[src/rtl/sd_wr_fifo.sv]
// Synchronous prefetch FIFO with occupancy output and flush.
module sd_wr_fifo #(
  parameter int unsigned DEPTH = 32,
  parameter int unsigned WIDTH = 16,
  localparam int unsigned AW   = $clog2(DEPTH)
) (
  input  logic             clk,
  input  logic             rst,
  input  logic             clr,
  input  logic             push,
  input  logic [WIDTH-1:0] wdata,
  input  logic             pop,
  output logic [WIDTH-1:0] rdata,
  output logic [AW:0]      level,
  output logic             empty
);

  logic [WIDTH-1:0] mem_q [DEPTH];
  logic [AW-1:0]    wr_ptr_q, rd_ptr_q;
  logic [AW:0]      level_q;
  logic             full, do_push, do_pop;

  assign empty   = (level_q == '0);
  assign full    = (level_q == (AW+1)'(DEPTH));
  assign do_pop  = pop && !empty;
  // A full FIFO can still take a word when one leaves in the same cycle.
  assign do_push = push && (!full || do_pop);
  assign rdata   = mem_q[rd_ptr_q];
  assign level   = level_q;

  // Storage array; no reset needed, contents are qualified by level.
  always_ff @(posedge clk) begin
    if (do_push) mem_q[wr_ptr_q] <= wdata;
  end

  // Pointer and occupancy tracking.
  always_ff @(posedge clk or posedge rst) begin
    if (rst) begin
      wr_ptr_q <= '0;
      rd_ptr_q <= '0;
      level_q  <= '0;
    end else if (clr) begin
      wr_ptr_q <= '0;
      rd_ptr_q <= '0;
      level_q  <= '0;
    end else begin
      if (do_push) wr_ptr_q <= wr_ptr_q + AW'(1);
      if (do_pop)  rd_ptr_q <= rd_ptr_q + AW'(1);
      case ({do_push, do_pop})
        2'b10:   level_q <= level_q + (AW+1)'(1);
        2'b01:   level_q <= level_q - (AW+1)'(1);
        default: level_q <= level_q;
      endcase
    end
  end

endmodule

[config.mk]
export PLATFORM = sky130hd
export DESIGN_NAME = sd_wr_fifo
export DESIGN_NICKNAME = d
export VERILOG_FILES = /design/src/rtl/sd_wr_fifo.sv
export SDC_FILE = /design/constraint.sdc
export NUM_CORES = 1
export LEC_CHECK = 0
export BUFFER_PORTS_ARGS = -buffer_cell sky130_fd_sc_hd__buf_2
export CORE_ASPECT_RATIO = 0.7
export CORE_MARGIN = 2
export CORE_UTILIZATION = 40
export CTS_CLUSTER_SIZE = 14
export DETAILED_ROUTE_END_ITERATION = 8
export HOLD_SLACK_MARGIN = 0.02
export SYNTH_ARGS = -nofsm -noshare
export SYNTH_HDL_FRONTEND = slang
export SYNTH_SLANG_ARGS = --single-unit
[constraint.sdc]
create_clock -name clk -period 4.8 [get_ports clk]
set_clock_uncertainty 0.2 [all_clocks]
set_input_delay 0.48 -clock clk [delete_from_list [all_inputs] [get_ports clk]]
set_output_delay 0.48 -clock clk [all_outputs]
set_load 0.01 [all_outputs]
Yosys cells after proc, flatten, opt, wreduce, memory -nomap -nowiden:

Memory sizes are Yosys's and may differ from the RTL's.
Index checks and enable logic that the tools add are counted.

* bits in writable memories: 512
* memories kept: 1
* word-level logic and storage cells: 28
* input bits: 21
* bits in registers: 16
* output and inout port bits: 23

Memories
* mem_q: depth 32, bits a word 16, rd ports 1, clocked after memory_dff 0, write ports 1, RTL line 18 `logic [WIDTH-1:0] mem_q [DEPTH];`

* add/sub/neg operators: 4
* reduce and logical (&&, ||, !) cells: 9
* equality and inequality tests: 3
* muxes and demuxes: 8

Operators with widths (number)
* $mux W5: 4
* $pmux W6 S2: 1
* $add A5 B1 Y5 const B: 2
* $add A6 B1 Y6 const B: 1
* $eq A6 B6 Y1 const B: 1
* $logic_not A6 Y1: 1
* $mux W6: 1
* $sub A6 B1 Y6 const B: 1
* $reduce_bool A2 Y1: 2
* $reduce_bool A3 Y1: 1
* $eq A2 B1 Y1 const B: 1
* $eq A2 B2 Y1 const B: 1
* $logic_and A1 B1 Y1: 2
* $logic_not A1 Y1: 2
* $mux W1: 2
* $logic_or A1 B1 Y1: 1

Longest topological paths before layout:

Gate-level depths: netlist of the first run.

* word-level depth: 8
* depth in mapped cells: 9
* mapped depth without buffers: 8

Worst setup path before layout of the first run:

OpenSTA, ideal clock, no wires.

* path kind: reg-to-reg
* start point: register level_q[1] (netlist: level[1])
* end point: register level_q[5] (netlist: level[5])
* arrival time: 2.847 ns
* setup slack: 1.615 ns
* cell stages (with the launch flop): 10
* required time: 4.462 ns
* setup time: 0.138 ns
* path through: dfrtp_1 -> or4_4 -> buf_6 -> o31ai_2 -> nor2_1 -> ha_1 -> a211oi_1 -> o21bai_1 -> a2111oi_0 -> nor4_1

* cells in the longest elaborated chain, start to end: 8

RTL lines
* start, declared: RTL line 20 `logic [AW:0] level_q;`
* start signal, assigned: RTL line 50 `2'b10: level_q <= level_q + (AW+1)'(1);`
* start signal, assigned: RTL line 51 `2'b01: level_q <= level_q - (AW+1)'(1);`
* start signal, assigned: RTL line 52 `default: level_q <= level_q;`
* $logic_not A6 Y1: RTL line 23 `assign empty = (level_q == '0);`
* $logic_not A1 Y1: RTL line 25 `assign do_pop = pop && !empty;`
* $logic_and A1 B1 Y1: RTL line 25
* $logic_or A1 B1 Y1: RTL line 27 `assign do_push = push && (!full || do_pop);`
* $logic_and A1 B1 Y1: RTL line 27
* $eq A2 B1 Y1 / $eq A2 B2 Y1 (equally long branches): RTL line 49 `case ({do_push, do_pop})`
* $pmux W6 S2: RTL line 49
* $mux W6: RTL line 42 `end else if (clr) begin`

Parallel ways exist; a longest one is shown, timed or not.
A chain may end at the register's enable or synchronous reset.

Worst setup path in the final report of the first run:

* start point: register rd_ptr_q[0]
* end point: output port rdata[12]

* cells in the longest elaborated chain, start to end: 1

RTL lines
* start, declared: RTL line 19 `logic [AW-1:0] wr_ptr_q, rd_ptr_q;`
* start signal, assigned: RTL line 48 `if (do_pop) rd_ptr_q <= rd_ptr_q + AW'(1);`
* $mem_v2 Z32 W16
* end, declared: RTL line 13 `output logic [WIDTH-1:0] rdata,`

Every way passes these cells.

==> results of run 1 <==
## through the flow
| stage | instance area, sq um | power, mW |
|---|---|---|
| final | 23600 | 11.1 |
| after global routing | 23600 | 11.5 |
| after CTS | 23600 | 11.2 |
| after detailed placement | 22100 | 7.44 |
| after global placement | 22100 | 7.42 |
| after floorplan | 21000 | 6.81 |
## worst max-delay path, delay by kind of cell, from the launching register on
family	cells	cell delay (ns)
DFF	1	0.73
and+or+nand+nor	3	1.31
buffers and inverters	2	0.59
AOI/OAI and AO/OA	1	0.13
## synthesized netlist by cell type, drive strengths merged (9+ instances only)
cell type  instances  share of area [%]
a21oi             35               0.84
a22oi             32                1.1
buf               36               0.83
clkbuf            30               0.54
dfrtp             16                1.9
edfxtp           512                 73
ha                 9               0.54
mux2              36                1.9
mux2i            130                6.2
mux4              64                6.9
nand2             74                1.3
nand3             35               0.84
nand4             16               0.48
nor2              47               0.84
## layer usage
metal  global-route usage [%]  vias to the layer above  routed length [microns]
met5                        0                        -                       25
met4                     3.28                        4                      678
met3                     4.13                       63                     3700
met2                     26.0                      347                    20700
met1                     28.3                     5496                    23300
li1                         -                     4651                        -
## worst max path at each step
stage / to / slack [ns] / depth (start not counted)
floorplan: level[5]$_DFFE_PP0P_ / 1.62 / 9
global placement: rdata[12] / 1.30 / 6
detailed placement: level[5]$_DFFE_PP0P_ / 1.32 / 8
CTS: rdata[12] / 0.70 / 6
global route: rdata[12] / 0.53 / 6
finish: rdata[12] / 0.75 / 6
## registers in the layout, indices dropped and copies added, names as in the netlist
register / cells
level: 6
mem_q: 512
wr_ptr_q: 5
rd_ptr_q: 5
## logic make-up (layout without fill, tap and decap cells)
kind of cell | Yosys count | in the layout | share of synthesized area (%)
AND/OR/NAND/NOR | 196 | 196 | 4.24
flip-flops | 528 | 528 | 75.2
other | 0 | 1 | 0
AO/OA/AOI/OAI | 95 | 95 | 3.10
adder cells (fa/ha/maj) | 10 | 10 | 0.633
XOR/XNOR | 7 | 7 | 0.292
multiplexers | 230 | 230 | 15.0
buffers and inverters | 72 | 162 | 1.47
## power breakdown
| group | total, mW | switching (mW) | internal (mW) |
|---|---|---|---|
| combinational | 2.01 | 1.07 | 0.941 |
| sequential | 5.30 | 0.174 | 5.13 |
| clock | 3.75 | 1.65 | 2.10 |
| total | 11.1 | 2.90 | 8.17 |
## cell type report
type / instances / area [sq um]
clock inverter: 19 / 180
tap: 684 / 856
multi-input combinational: 538 / 4970
fill: 4498 / 28400
antenna: 1 / 2.50
sequential: 528 / 15800
timing repair buffer: 73 / 480
inverter: 6 / 22.5
clock buffer: 64 / 1330
==> reports/summary.txt, run 1 <==
I/O Buffers -> 43
crit path from -> rd_ptr_q[0]$_DFFE_PP0P_
CTS tree -> yes
Post CTS Setup Buffer Count -> 0
first-pass GRT wire length -> 72.3 mm
Cell variety after synth -> 49
Worst path max stage delay -> 0.90 ns
Final Max Tran Viols -> 0
initial drt markers -> 977
Main synth FF type -> edfxtp_1
WP data required -> 4.12 ns
placed insts -> 1828
commonest non-fill, non-tap cell in the layout -> edfxtp_1
die area -> 0.0543 sq mm
routed vias -> 10561
post-synthesis cell count -> 1138
row count -> 70
IO Count -> 44
Setup WS pre-CTS -> 1.32 ns
# H-tree levels -> 2
Pre-Repair DR Iteration Count -> 7
worst hold path cell count -> 2
worst path arrival time -> 3.37 ns
Power Dens Cells -> 469 mW/mm^2
reg2reg path depth -> 8
share of cells above drive strength 1 -> 22.8%
Max Cap Viol -> 0
Syn. warnings -> 0
final critical-path required period -> 4.05 ns
Hold Path Origin -> clr
Crit. End Element -> output port
mean area per synthesized cell -> 18.4 sq um
CP startpoint kind -> flop
DRC -> 0
Final Wtd Congestion -> 0.752
clk buf depth -> 3
Leak Pwr -> 7.25 nW
Tightest Pin Transition -> 1.28 ns
Hold-fix buffers, CTS -> 1
Clk Latency, worst-skew pair -> 0.57 ns
# setup viols final -> 0
Max IR drop VDD -> 0.232 mV
CP max stage cell -> nor2_2
Seq/Total Area, Yosys -> 75.2%
drt total wl -> 48.4 mm
fin crit share -> 84.3%
HP Class -> in2reg
Num CTS Buffers -> 50
Worst slew margin -> 14.7%
grt total ovfl -> 0
# nets final -> 1228
final hold vios -> 0
R2R Path Start -> level[1]$_DFFE_PP0P_
RSZ-0062 raised after global routing -> false
Post-Layout Cell Count -> 1913
post-cts resize count -> 0
post-DP HPWL -> 29.3 mm
f_max -> 0.247 GHz
status -> complete, no violations
Tot GR Track Use -> 18.1%
TNS Setup -> 0 ns
number of enable flip-flop cells after synthesis -> 512
hold_ws -> 0.107 ns
Synth async-reset ratio -> 3.03%
CP Cell Sequence -> nor2_2 > buf_4 > a22oi_1 > nand3_1 > nand4_1 > buf_2
Crit Path Max Fanout -> 34
reg2reg setup slack -> 1.30 ns
critical path class -> reg2out
Final ANT Viol Nets -> 0
Reg-to-Reg End -> level[5]$_DFFE_PP0P_
root buffer cell -> clkbuf_16
per-cell routed wire length -> 25.3 microns
number of synthesized register bits -> 528
die width -> 278 microns
CTS clk-pin slew, worst paths -> 0.07 ns
Min-Delay Endpoint -> rd_ptr_q[1]$_DFFE_PP0P_
DR vias/cell -> 5.52
CORE AREA -> 0.0520 sq mm
antenna violations before repair -> 4
largest net degree at the start of global routing -> 55
Final WS setup -> 0.754 ns
Die Y -> 196 microns
syn nets -> 1169
vias in the first global route -> 10691
Starting Density -> 40.3%
area delta synth->final -> 12.7%
commonest cells after routing, fill and taps aside -> edfxtp_1 (512), mux2i_1 (130), nand2_1 (74), mux4_2 (64), clkbuf_16 (51)
synthesized area -> 0.0210 sq mm
CTS sink count -> 528
Core Util, Final -> 45.4%
No activity file was read; power rests on OpenSTA's default activity.
==> inputs of run 2 (changes only) <==
Clock period 4.8 ns to 4 ns, I/O delays scaled along.
==> reports/summary.txt, run 2 (synthesis gave the netlist of run 1 again) <==
Power Dens Cells -> 561 mW/mm^2
Final Wtd Congestion -> 0.786
grt total ovfl -> 0
TNS Setup -> 0 ns
Starting Density -> 40.3%
critical path class -> reg2out
DR vias/cell -> 5.47
f_max -> 0.285 GHz
placed instance area -> 0.0222 sq mm
status -> complete, no violations
share of cells above drive strength 1 -> 23.6%
CORE AREA -> 0.0520 sq mm
die width -> 278 microns
fin crit share -> 87.8%
largest net degree at the start of global routing -> 54
vias in the first global route -> 10383
Final ANT Viol Nets -> 0
drt total wl -> 47.2 mm
row count -> 70
I/O Buffers -> 43
WP data required -> 3.40 ns
Largest Register -> mem_q
routed vias -> 10583
die area -> 0.0543 sq mm
Crit. End Element -> output port
R2R Path Start -> level[1]$_DFFE_PP0P_
Num CTS Buffers -> 50
# H-tree levels -> 2
area delta synth->final -> 13.5%
Crit Path Max Fanout -> 34
Leak Pwr -> 7.36 nW
per-cell routed wire length -> 24.4 microns
# diodes -> 0
CP startpoint kind -> flop
Worst slew margin -> 20.5%
CTS tree -> yes
Clk Latency, worst-skew pair -> 0.57 ns
crit path from -> rd_ptr_q[1]$_DFFE_PP0P_
max FFs per register -> 512
Max Cap Viol -> 0
Reg-to-Reg End -> level[5]$_DFFE_PP0P_
Final Instance Area -> 0.0238 sq mm
Pre-Repair DR Iteration Count -> 5
first-pass GRT wire length -> 69.4 mm
CTS sink count -> 528
# nets final -> 1243
Die Y -> 196 microns
# setup viols final -> 0
commonest cells after routing, fill and taps aside -> edfxtp_1 (512), mux2i_1 (130), nand2_1 (74), mux4_2 (64), clkbuf_16 (51)
Tightest Pin Transition -> 1.19 ns
commonest non-fill, non-tap cell in the layout -> edfxtp_1
initial drt markers -> 904
HP Class -> in2reg
final critical-path required period -> 3.51 ns
CP endpoint -> rdata[7]
DRC -> 0
root buffer cell -> clkbuf_16
worst path arrival time -> 2.91 ns
antenna violations before repair -> 4
reg2reg path depth -> 8
Max IR drop VDD -> 0.360 mV
Tot GR Track Use -> 17.3%
final hold vios -> 0
IO Count -> 44
reg2reg setup slack -> 0.53 ns
clk buf depth -> 3
post-DP HPWL -> 28.1 mm
Final Max Tran Viols -> 0
RSZ-0062 raised after global routing -> false
number of fillers in the final layout -> 4490
CTS clk-pin slew, worst paths -> 0.06 ns
[run 2: changes by cell type in the layout (fill, tap and decap cells not counted), sizes merged]
cell | previous run | this run
diode | 1 | 0
dlygate4sd3 | 1 | 2
buf | 72 | 86
clkbuf | 64 | 68
inv | 9 | 7
clkinvlp | 3 | 1
clkinv | 10 | 19
[run 2: final cells by class]
cell class,count,area [sq um],share of cell area (%)
clock inverter,24,188,0.789
tap,684,856,3.60
timing repair buffer,88,621,2.61
multi-input combinational,538,4970,20.9
sequential,528,15800,66.4
inverter,6,22.5,0.0947
clock buffer,68,1350,5.68
[run 2: metal layers]
| metal | routed length, microns | global-route usage, % | up-vias |
|---|---|---|---|
| li1 | - | - | 4685 |
| met1 | 22600 | 26.9 | 5514 |
| met2 | 20600 | 25.0 | 312 |
| met3 | 3100 | 3.47 | 68 |
| met4 | 878 | 3.78 | 4 |
| met5 | 26 | 0 | - |
[run 2: per-stage QoR]
stage / setup slack (ns) / hold WS (ns) / total power [mW] / utilization [%] / cells
global placement: 0.647 / 0.337 / 8.91 / 42.7 / 1841
finish: 0.486 / 0.111 / 13.4 / 45.7 / 1936
detailed placement: 0.589 / 0.334 / 8.93 / 42.7 / 1841
global route: 0.287 / 0.130 / 13.9 / 45.7 / 1936
floorplan: 0.815 / 0.114 / 8.17 / - / 1138
CTS: 0.171 / 0.0864 / 13.4 / 45.7 / 1935
[run 2: worst min path at each step]
stage                     startpoint                      end  cells after the start
final                           push  wr_ptr_q[3]$_DFFE_PP0P_                      4
after global routing       wdata[10]   mem_q[0][10]$_DFFE_PP_                      1
after floorplan                  rst     level[0]$_DFFE_PP0P_                      1
after CTS                        pop  rd_ptr_q[0]$_DFFE_PP0P_                      4
after detailed placement         rst     level[5]$_DFFE_PP0P_                      2
after global placement           rst     level[5]$_DFFE_PP0P_                      2
[run 2: critical path, cell delays in order (launching register included)]
cell and delay [ns]:
dfrtp_4 0.79, buf_4 0.49, mux4_2 0.36, mux2_2 0.27
nand2_1 0.06, nand4_1 0.16, buf_2 0.19
[run 2: what timing repair did]
item / in CTS / in global routing
gates resized for setup: 0 / 0
setup buffers: 0 / 1
hold endpoints to repair: 23 / 0
hold buffers: 2 / 0
setup endpoints to repair: 0 / 1
[run 2: power by group]
| group | total, mW | switching, mW | internal, mW |
|---|---|---|---|
| combinational | 2.49 | 1.34 | 1.15 |
| sequential | 6.33 | 0.174 | 6.15 |
| clock | 4.53 | 1.98 | 2.55 |
| total | 13.4 | 3.49 | 9.86 |
